[src/rtl/regfile_decode_param_pkg.sv]
// Shared constants for the decode-stage register file.
//   - instruction codes HALT..POPQ as seen by the decode stage
//   - REG_NONE, the "no register" specifier
//   - default register/data width
//   - idx_valid(): true when a 4-bit specifier names a real register
package regfile_decode_param_pkg;

    localparam int DATA_W_DEFAULT = 64;

    localparam logic [3:0] REG_NONE = 4'hF;

    localparam logic [3:0] I_HALT   = 4'h0;
    localparam logic [3:0] I_NOP    = 4'h1;
    localparam logic [3:0] I_RRMOVQ = 4'h2;
    localparam logic [3:0] I_IRMOVQ = 4'h3;
    localparam logic [3:0] I_RMMOVQ = 4'h4;
    localparam logic [3:0] I_MRMOVQ = 4'h5;
    localparam logic [3:0] I_OPQ    = 4'h6;
    localparam logic [3:0] I_JXX    = 4'h7;
    localparam logic [3:0] I_CALL   = 4'h8;
    localparam logic [3:0] I_RET    = 4'h9;
    localparam logic [3:0] I_PUSHQ  = 4'hA;
    localparam logic [3:0] I_POPQ   = 4'hB;

    // REG_NONE is always >= nregs (nregs <= 15), so one compare covers both cases.
    function automatic logic idx_valid(input logic [3:0] idx, input int nregs);
        return (int'(idx) < nregs);
    endfunction

endpackage

[src/rtl/regfile_decode_src_select.sv]
// Source-register selection for the decode stage.
// Ports:
//   icode       in   instruction code
//   rA, rB      in   register specifiers from the instruction
//   srcA, srcB  out  register indices to read (REG_NONE when unused)
// Purely combinational.
module src_select
    import regfile_decode_param_pkg::*;
#(
    parameter int RSP_IDX = 4
) (
    input  logic [3:0] icode,
    input  logic [3:0] rA,
    input  logic [3:0] rB,
    output logic [3:0] srcA,
    output logic [3:0] srcB
);

    localparam logic [3:0] RSP = 4'(RSP_IDX);

    always_comb begin
        srcA = REG_NONE;
        case (icode)
            I_RRMOVQ, I_RMMOVQ, I_OPQ, I_PUSHQ: srcA = rA;
            I_RET, I_POPQ:                      srcA = RSP;
            default:                            srcA = REG_NONE;
        endcase
    end

    always_comb begin
        srcB = REG_NONE;
        case (icode)
            I_RMMOVQ, I_MRMOVQ, I_OPQ:          srcB = rB;
            I_CALL, I_RET, I_PUSHQ, I_POPQ:     srcB = RSP;
            default:                            srcB = REG_NONE;
        endcase
    end

endmodule

[src/rtl/regfile_decode_param.sv]
// Decode-stage register file with two read ports and two write ports.
// Ports:
//   clk, rst_n          clock, asynchronous active-low reset
//   icode, rA, rB       instruction fields in decode
//   wr_en               write-back enable
//   dstE/valE           execute write-back (REG_NONE = no write)
//   dstM/valM           memory write-back (wins over dstE on a tie)
//   srcA, srcB          decoded source indices
//   valA, valB          operands, optionally forwarded from this cycle's write-back
//   reg_dump            stored register contents, register i at [i*DATA_W +: DATA_W]
module regfile_decode_param
    import regfile_decode_param_pkg::*;
#(
    parameter int                DATA_W   = DATA_W_DEFAULT,
    parameter int                NREGS    = 15,
    parameter int                RSP_IDX  = 4,
    parameter logic [DATA_W-1:0] RSP_INIT = '0,
    parameter int                BYPASS   = 1
) (
    input  logic                    clk,
    input  logic                    rst_n,
    input  logic [3:0]              icode,
    input  logic [3:0]              rA,
    input  logic [3:0]              rB,
    input  logic                    wr_en,
    input  logic [3:0]              dstE,
    input  logic [DATA_W-1:0]       valE,
    input  logic [3:0]              dstM,
    input  logic [DATA_W-1:0]       valM,
    output logic [3:0]              srcA,
    output logic [3:0]              srcB,
    output logic [DATA_W-1:0]       valA,
    output logic [DATA_W-1:0]       valB,
    output logic [NREGS*DATA_W-1:0] reg_dump
);

    logic              dst_e_ok;
    logic              dst_m_ok;
    logic              byp_live;
    logic [DATA_W-1:0] rd_view [16];

    src_select #(.RSP_IDX(RSP_IDX)) u_src_select (
        .icode (icode),
        .rA    (rA),
        .rB    (rB),
        .srcA  (srcA),
        .srcB  (srcB)
    );

    assign dst_e_ok = idx_valid(dstE, NREGS);
    assign dst_m_ok = idx_valid(dstM, NREGS);

    // Forwarding is gated by rst_n so a write that reset is about to discard
    // never leaks onto the operand buses.
    assign byp_live = (BYPASS != 0) && rst_n && wr_en;

    for (genvar g = 0; g < 16; g++) begin : g_reg
        if (g < NREGS) begin : g_live
            localparam logic [DATA_W-1:0] RST_VAL = (g == RSP_IDX) ? RSP_INIT : '0;
            logic [DATA_W-1:0] q;

            always_ff @(posedge clk or negedge rst_n) begin
                if (!rst_n) begin
                    q <= RST_VAL;
                end else if (wr_en && dst_m_ok && (dstM == 4'(g))) begin
                    q <= valM;
                end else if (wr_en && dst_e_ok && (dstE == 4'(g))) begin
                    q <= valE;
                end
            end

            assign rd_view[g]                      = q;
            assign reg_dump[g*DATA_W +: DATA_W]    = q;
        end else begin : g_none
            // Unimplemented indices (including REG_NONE) read as zero.
            assign rd_view[g] = '0;
        end
    end

    always_comb begin
        valA = rd_view[srcA];
        if (byp_live && dst_m_ok && (dstM == srcA)) begin
            valA = valM;
        end else if (byp_live && dst_e_ok && (dstE == srcA)) begin
            valA = valE;
        end
    end

    always_comb begin
        valB = rd_view[srcB];
        if (byp_live && dst_m_ok && (dstM == srcB)) begin
            valB = valM;
        end else if (byp_live && dst_e_ok && (dstE == srcB)) begin
            valB = valE;
        end
    end

endmodule

[config.mk]
export PLATFORM = sky130hd
export DESIGN_NAME = regfile_decode_param
export DESIGN_NICKNAME = d
export VERILOG_FILES = /design/src/rtl/regfile_decode_param_pkg.sv /design/src/rtl/regfile_decode_src_select.sv /design/src/rtl/regfile_decode_param.sv
export SDC_FILE = /design/constraint.sdc
export NUM_CORES = 2
export LEC_CHECK = 0
export ABC_AREA = 1
export BUFFER_PORTS_ARGS = -buffer_cell sky130_fd_sc_hd__clkbuf_2
export CORE_AREA = 2 2 485 487
export CTS_BUF_LIST = sky130_fd_sc_hd__clkbuf_2 sky130_fd_sc_hd__clkbuf_4 sky130_fd_sc_hd__clkbuf_8
export CTS_CLUSTER_SIZE = 24
export DETAILED_ROUTE_END_ITERATION = 10
export DIE_AREA = 0 0 487 489
export HOLD_SLACK_MARGIN = 0.08
export MAX_ROUTING_LAYER = met4
export PLACE_DENSITY = 0.53
export SLEW_MARGIN = 30
export SYNTH_ARGS = -nofsm -noshare
export SYNTH_HDL_FRONTEND = slang
export SYNTH_SLANG_ARGS = --single-unit
[constraint.sdc]
create_clock -name clk -period 1.8 [get_ports clk]
set_input_delay 0.18 -clock clk [delete_from_list [all_inputs] [get_ports clk]]
set_output_delay 0.18 -clock clk [all_outputs]
set_load 0.005 [all_outputs]
Yosys cells after proc, flatten, opt, wreduce, memory -nomap -nowiden
Cells that the tools add are included.
{ "word_totals": {"reg_bits": 960, "wordCells": 163, "out_inout_bits": 1096} }
{ "op_classes": {"n_bitwise": 2, "reduce_logical": 60, "n_lt_le_gt_ge": 4, "eq_ne": 40, "muxes": 42} }
{ "op_table": {"columns": ["cell", "n"], "rows": [
  ["two-way mux 64 bit", 38],
  ["binary-select mux 64 bit (select 4 bit)", 2],
  ["equality test 4 bit (second input constant)", 18],
  ["equality test 4 x 3 -> 1 bit (second input constant)", 11],
  ["logical AND 1 bit", 39],
  ["nonzero test 2 bit", 15],
  ["equality test 4 x 2 -> 1 bit (second input constant)", 5],
  ["equality test 4 bit", 4],
  ["one-hot mux 4 bit (2 select lines)", 2],
  ["greater-or-equal comparator 5 bit (second input constant)", 2],
  ["NOT 4 -> 5 bit", 2],
  ["equality test 4 x 1 -> 1 bit (second input constant)", 2],
  ["logical NOT 4 bit", 2],
  ["less-than comparator 4 bit (second input constant)", 2],
  ["OR reduction 4 bit", 2],
  ["OR reduction 3 bit", 1],
  ["OR reduction 2 bit", 1]
]} }

Logic depth before layout (Yosys ltp)
{ "depth": {"ltp_word": 9, "ltp_mapped": 16, "ltp_nobuf": 14} }

Hierarchy
A second synthesis with hierarchy kept.
{ "hier_totals": {"cells_unflattened": 10259, "area_unflattened_um2": 66682.7} }
{ "modules_own_cells": {"columns": ["mod", "area_per_inst_um2", "seq_area_each_um2", "cells_each", "n_inst"], "rows": [
  ["regfile_decode_param", 66557.6, 24023.0, 10232, 1],
  ["src_select", 125.1, 0.0, 27, 1]
]} }

Worst setup path after synthesis
OpenSTA, ideal clock, no wires.
{ "synth_path": {"path_type": "input to output", "from": "input port icode[3]", "to": "output port valB[54]", "path_slack_ns": 0.083, "n_path_buf": 2, "arrival_time_ns": 1.537, "path_stages": 14, "cell_sequence": "inv_2 > nand2_1 > nor2_1 > nand2_2 > nand2_2 > buf_4 > clkbuf_1 > nand2_1 > nand3_1 > nand3_1 > nand3_1 > nand3_1 > nand2_1 > nand2_1"} }
{ "synth_via": {"elab_chain_cells": 9, "word_cells_on_any_way": 20, "cone_classes": "9 x eq/ne; 6 x mux; 1 x bitwise; 4 x reduce/logical"} }
{ "synth_lines": {"columns": ["item", "line_no", "rtl"], "rows": [
  ["from (decl)", "regfile_decode_param.sv:22", "input logic [3:0] icode,"],
  ["equality test 4 bit / equality test 4 x 3 -> 1 bit (equally long branches)", "regfile_decode_src_select.sv:32", "case (icode)"],
  ["OR reduction 4 bit / OR reduction 3 bit (equally long branches)", "regfile_decode_src_select.sv:32", null],
  ["one-hot mux 4 bit (2 select lines) (*)", "regfile_decode_src_select.sv:32", null],
  ["NOT 4 -> 5 bit (not written as such)", "regfile_decode_param.sv:90", "valB = rd_view[srcB];"],
  ["binary-select mux 64 bit (select 4 bit)", "regfile_decode_param.sv:90", null],
  ["two-way mux 64 bit (not written as such) (2 in series)", "regfile_decode_param.sv:90", null],
  ["two-way mux 64 bit", "regfile_decode_param.sv:93", "end else if (byp_live && dst_e_ok && (dstE == srcB)) begin"],
  ["two-way mux 64 bit (*)", "regfile_decode_param.sv:91", "if (byp_live && dst_m_ok && (dstM == srcB)) begin"],
  ["to (decl)", "regfile_decode_param.sv:33", "output logic [DATA_W-1:0] valB,"]
]} }
Mark *: on every way between the ends. The rest lies on a longest branch, timed or not. The select of a mux whose other input is x is not followed.

Final worst setup path
{ "layout_path": {"from": "input port icode[2]", "to": "output port valA[7]"} }
{ "layout_via": {"elab_chain_cells": 9, "word_cells_on_any_way": 19, "cone_classes": "8 x eq/ne; 6 x mux; 1 x bitwise; 4 x reduce/logical"} }
{ "layout_lines": {"columns": ["item", "line_no", "rtl"], "rows": [
  ["equality test 4 x 2 -> 1 bit, or another cell as far along", "regfile_decode_src_select.sv:23", "case (icode)"],
  ["OR reduction 4 bit / OR reduction 2 bit (equally long branches)", "regfile_decode_src_select.sv:23", null],
  ["one-hot mux 4 bit (2 select lines) (*)", "regfile_decode_src_select.sv:23", null],
  ["NOT 4 -> 5 bit (not written as such)", "regfile_decode_param.sv:81", "valA = rd_view[srcA];"],
  ["binary-select mux 64 bit (select 4 bit)", "regfile_decode_param.sv:81", null],
  ["two-way mux 64 bit (not written as such) (2 in series)", "regfile_decode_param.sv:81", null],
  ["two-way mux 64 bit", "regfile_decode_param.sv:84", "end else if (byp_live && dst_e_ok && (dstE == srcA)) begin"],
  ["two-way mux 64 bit (*)", "regfile_decode_param.sv:82", "if (byp_live && dst_m_ok && (dstM == srcA)) begin"],
  ["to (decl)", "regfile_decode_param.sv:32", "output logic [DATA_W-1:0] valA,"]
]} }
Marks and branches as above.

==> summary.md <==
| Metric | Value |
|---|---|
| Worst endpoint required time | `1.62 ns` |
| Syn_nets | `10.2k` |
| Total track usage | `0.445` |
| Startpoint types | `input pin` |
| RR Endpoint | `g_reg[4].g_live.q[36]` |
| Largest register FFs | `960` |
| Worst-Margin Slew | `slightly above 0.9 ns` |
| Largest Register | `g.g_live.q` |
| Worst path bufs/invs | `6` |
| Post-route clock period utilization | `1.47` |
| Die area | `~240000 um^2` |
| DRT iter0 DRCs | `approximately 14k` |
| Static Leakage | `~50 nW` |
| Number of nets in the layout | `roughly 13k` |
| Worst EP arrival | `2.47 ns` |
| Crit path max fanout | `8` |
| Final Critical Period | `2.65 ns` |
| Count leader, synth | `nand3_1` |
| Synthesized area per cell | `between 6 and 7 um^2` |
| Worst r2r path cells | `4` |
| Final Total Pwr | `107 mW` |
| Row cnt | `between 150 and 200` |
| Share of post-route cells with drive strength above 1 | `0.349` |
| Setup TNS | `-245.05 ns` |
| Post-Place Worst Slack | `-1.23 ns` |
| First-pass GRT wire length | `approximately 730000 um` |
| Max-slew headroom | `0.382` |
| Via-to-Cell Ratio | `between 6 and 7` |
| Chip Height | `just under 500 um` |
| EDFF count, synth | `0` |
| Worst hold stages | `5` |
| Total CTS buffers | `between 150 and 200` |
| Top Registers | `g.g_live.q (960)` |
| Hold WS | `about 0.15 ns` |
| Hold EP | `g_reg[6].g_live.q[41]` |
| Number of H-tree levels | `4` |
| Sequential fraction of the synthesis area | `0.358` |
| Via Count | `roughly 96k` |
| Crit. End Element | `output port` |
| Failing checks | `negative setup slack` |
| Max Fclk | `about 0.38 GHz` |
| Critical Path, Cell by Cell | `buf_4 -> inv_2 -> nand2_1 -> nand2_2 -> buf_6 -> nand3_4 -> nand2_8 -> nand2_4 -> a21oi_4 -> nand2_4 -> buf_12 -> clkbuf_16 -> nand3_2 -> nand2_1 -> nand2_2 -> buf_6` |
| # setup viols final | `between 1k and 1.5k` |
| Hold Crit Start | `valM[41]` |
| Die X | `487 um` |
| Final WS setup | `-0.848 ns` |
| GR met1 Demand/Resource | `0.550` |
| Top_reg_cell synth | `dfrtp_1` |
| Final Skew | `0 ns` |
| PortBufs | `around 1.2k` |
| Post-detail-place hpwl | `around 400000 um` |
| Max-slew violation count | `0` |
| Final Hold Fails | `0` |
| Initial antenna violation count | `49` |
| Largest net degree at the start of global routing | `135` |
| Routed len/inst | `approximately 35 um` |
| Hold crit path type | `in -> reg` |
| #FFs+latches synth | `960` |
| Grt met3 use | `0.110` |
| CTS Root Cell | `clkbuf_8` |
| Post-route cell area | `101000 um^2` |
| GRT met2 Usage | `0.629` |
| Deepest clock path buffer count | `3` |
| Max VDD drop | `between 600 and 700 uV` |
| Outcome | `complete, but fails checks` |
| Post-synth top cells | `nand3_1, nand2_1, inv_1` |
| Fill count | `~24k` |
| I/O pin count | `around 1.2k` |
| Largest cells by area after synthesis | `dfrtp_1, nand3_1, nand2_1, o221ai_1, o21ai_0` |
| CP max-delay cell | `a21oi_4` |
| Clock sinks | `960` |
| Crit-path leading delay family | `simple AND/OR/NAND/NOR gates` |
| Synth cell types | `22` |
| Area leader, netlist | `dfrtp_1` |
| CTS tree | `built` |
| DRT antenna net count | `0` |
| Mapped Cells | `around 10k` |
| Unrepaired setup endpoints after global routing | `true` |
| Max stage delay on crit path | `around 0.30 ns` |
| Placer Congestion | `around 1` |
| # Max-Cap Violations | `0` |
| Initial Util | `0.287` |
| Post-synth ARST share | `1.00` |
| DR pass1 iterations | `9` |
| Grt ovf | `0` |
| Core area | `234000 um^2` |
| Skew-Pair Late Insertion Delay | `roughly 1.0 ns` |
| R2R Setup Slk | `0.39 ns` |
| Placed instance area | `about 87000 um^2` |
| Syn. warnings | `0` |
| Pwr dens | `around 1100 nW/um^2` |
| Global-route layer with the greatest usage | `met2` |
| DRC errors left | `0` |
| WL final | `544000 um` |
| Post-Syn Area | `approximately 67000 um^2` |
| Yosys top cell area share | `0.358` |
| Number of global-route vias before repair | `88.6k` |
| Crit path kind | `in -> out` |
| Reg-to-Reg Start | `g_reg[4].g_live.q[36]` |
| Clock transition at the registers of the reported paths | `about 0.060 ns` |
| Syn-to-layout area delta | `50.8%` |
report_power, final:
group	internal (mW)	switching, mW
clock network	15.1	11.9
logic	18.5	29.2
registers	27.1	4.88
through the flow:
| stage | utilization | instances |
|---|---|---|
| after floorplan | - | 10100 |
| after global placement | 0.374 | 14700 |
| after detailed placement | 0.374 | 14700 |
| after CTS | 0.416 | 15400 |
| after global routing | 0.433 | 15600 |
| final | 0.433 | 15600 |
worst register-to-register path: cells and delay by family, from the launching register on:
| family | cells | cell delay (ns) |
|---|---|---|
| AO/OA/AOI/OAI | 1 | 0.10 |
| buffers and inverters | 3 | 0.78 |
| flip-flops | 1 | 0.42 |
kinds of logic after synthesis:
family,Yosys count,synth area share
flops,960,0.358
compound gates,1723,0.159
xor+xnor,6,0.000783
simple gates,5149,0.351
buf+inv,2254,0.131
placed cells by master, fill, tap and decap left out, types with 26 or more instances in the layout:
master and count:
nand3_2 387, o21ai_1 40, buf_6 58, nand3_4 32, dlygate4sd3_1 242, clkinv_2 26, o221ai_1 546, inv_1 707
diode_2 38, dfrtp_2 59, buf_4 1211, nor2_1 98, nand3_1 2962, clkbuf_4 47, nand2_2 111, clkinv_1 45
clkbuf_8 254, nand2_1 1488, clkbuf_2 1233, dfrtp_1 901, nand2_4 33, a21oi_1 169, o21ai_0 953, buf_12 341
inv_2 427
final cells by class:
type,instances,area (um^2),area share
Clock buffer,301,3850,0.0380
Multi-Input combinational cell,6878,37600,0.371
Inverter,1220,4780,0.0472
Antenna cell,38,95.1,0.000939
Clock inverter,48,571,0.00563
Sequential cell,960,24100,0.238
Tap cell,3060,3830,0.0378
Timing Repair Buffer,3138,26500,0.261
metal layers:
layer,vias up,wire length [um]
li1,39400,-
met1,46900,205000
met2,8027,225000
met3,1858,64800
met4,0,49400
met5,-,0
worst max path at each step:
stage / startpoint / to / slack (ns) / cells after the start
final: icode[2] / valA[7] / -0.85 / 16
after detailed placement: icode[1] / valB[63] / -1.23 / 17
after CTS: g_reg[11].g_live.q[33] / valB[33] / -0.85 / 10
after global placement: icode[1] / valB[63] / -1.28 / 17
after global routing: g_reg[7].g_live.q[31] / valB[31] / -0.85 / 9
after floorplan: icode[3] / valB[54] / 0.08 / 14
repair_timing:
action	4_1_cts	5_1_grt
setup endpoints to repair	879	1651
pin swaps	132	240
gates cloned	8	18
setup buffers	146	180
resized for setup	530	730
hold buffers	242	0
endpoints found under the hold margin	1829	0
(Power assumes the default switching activity.)
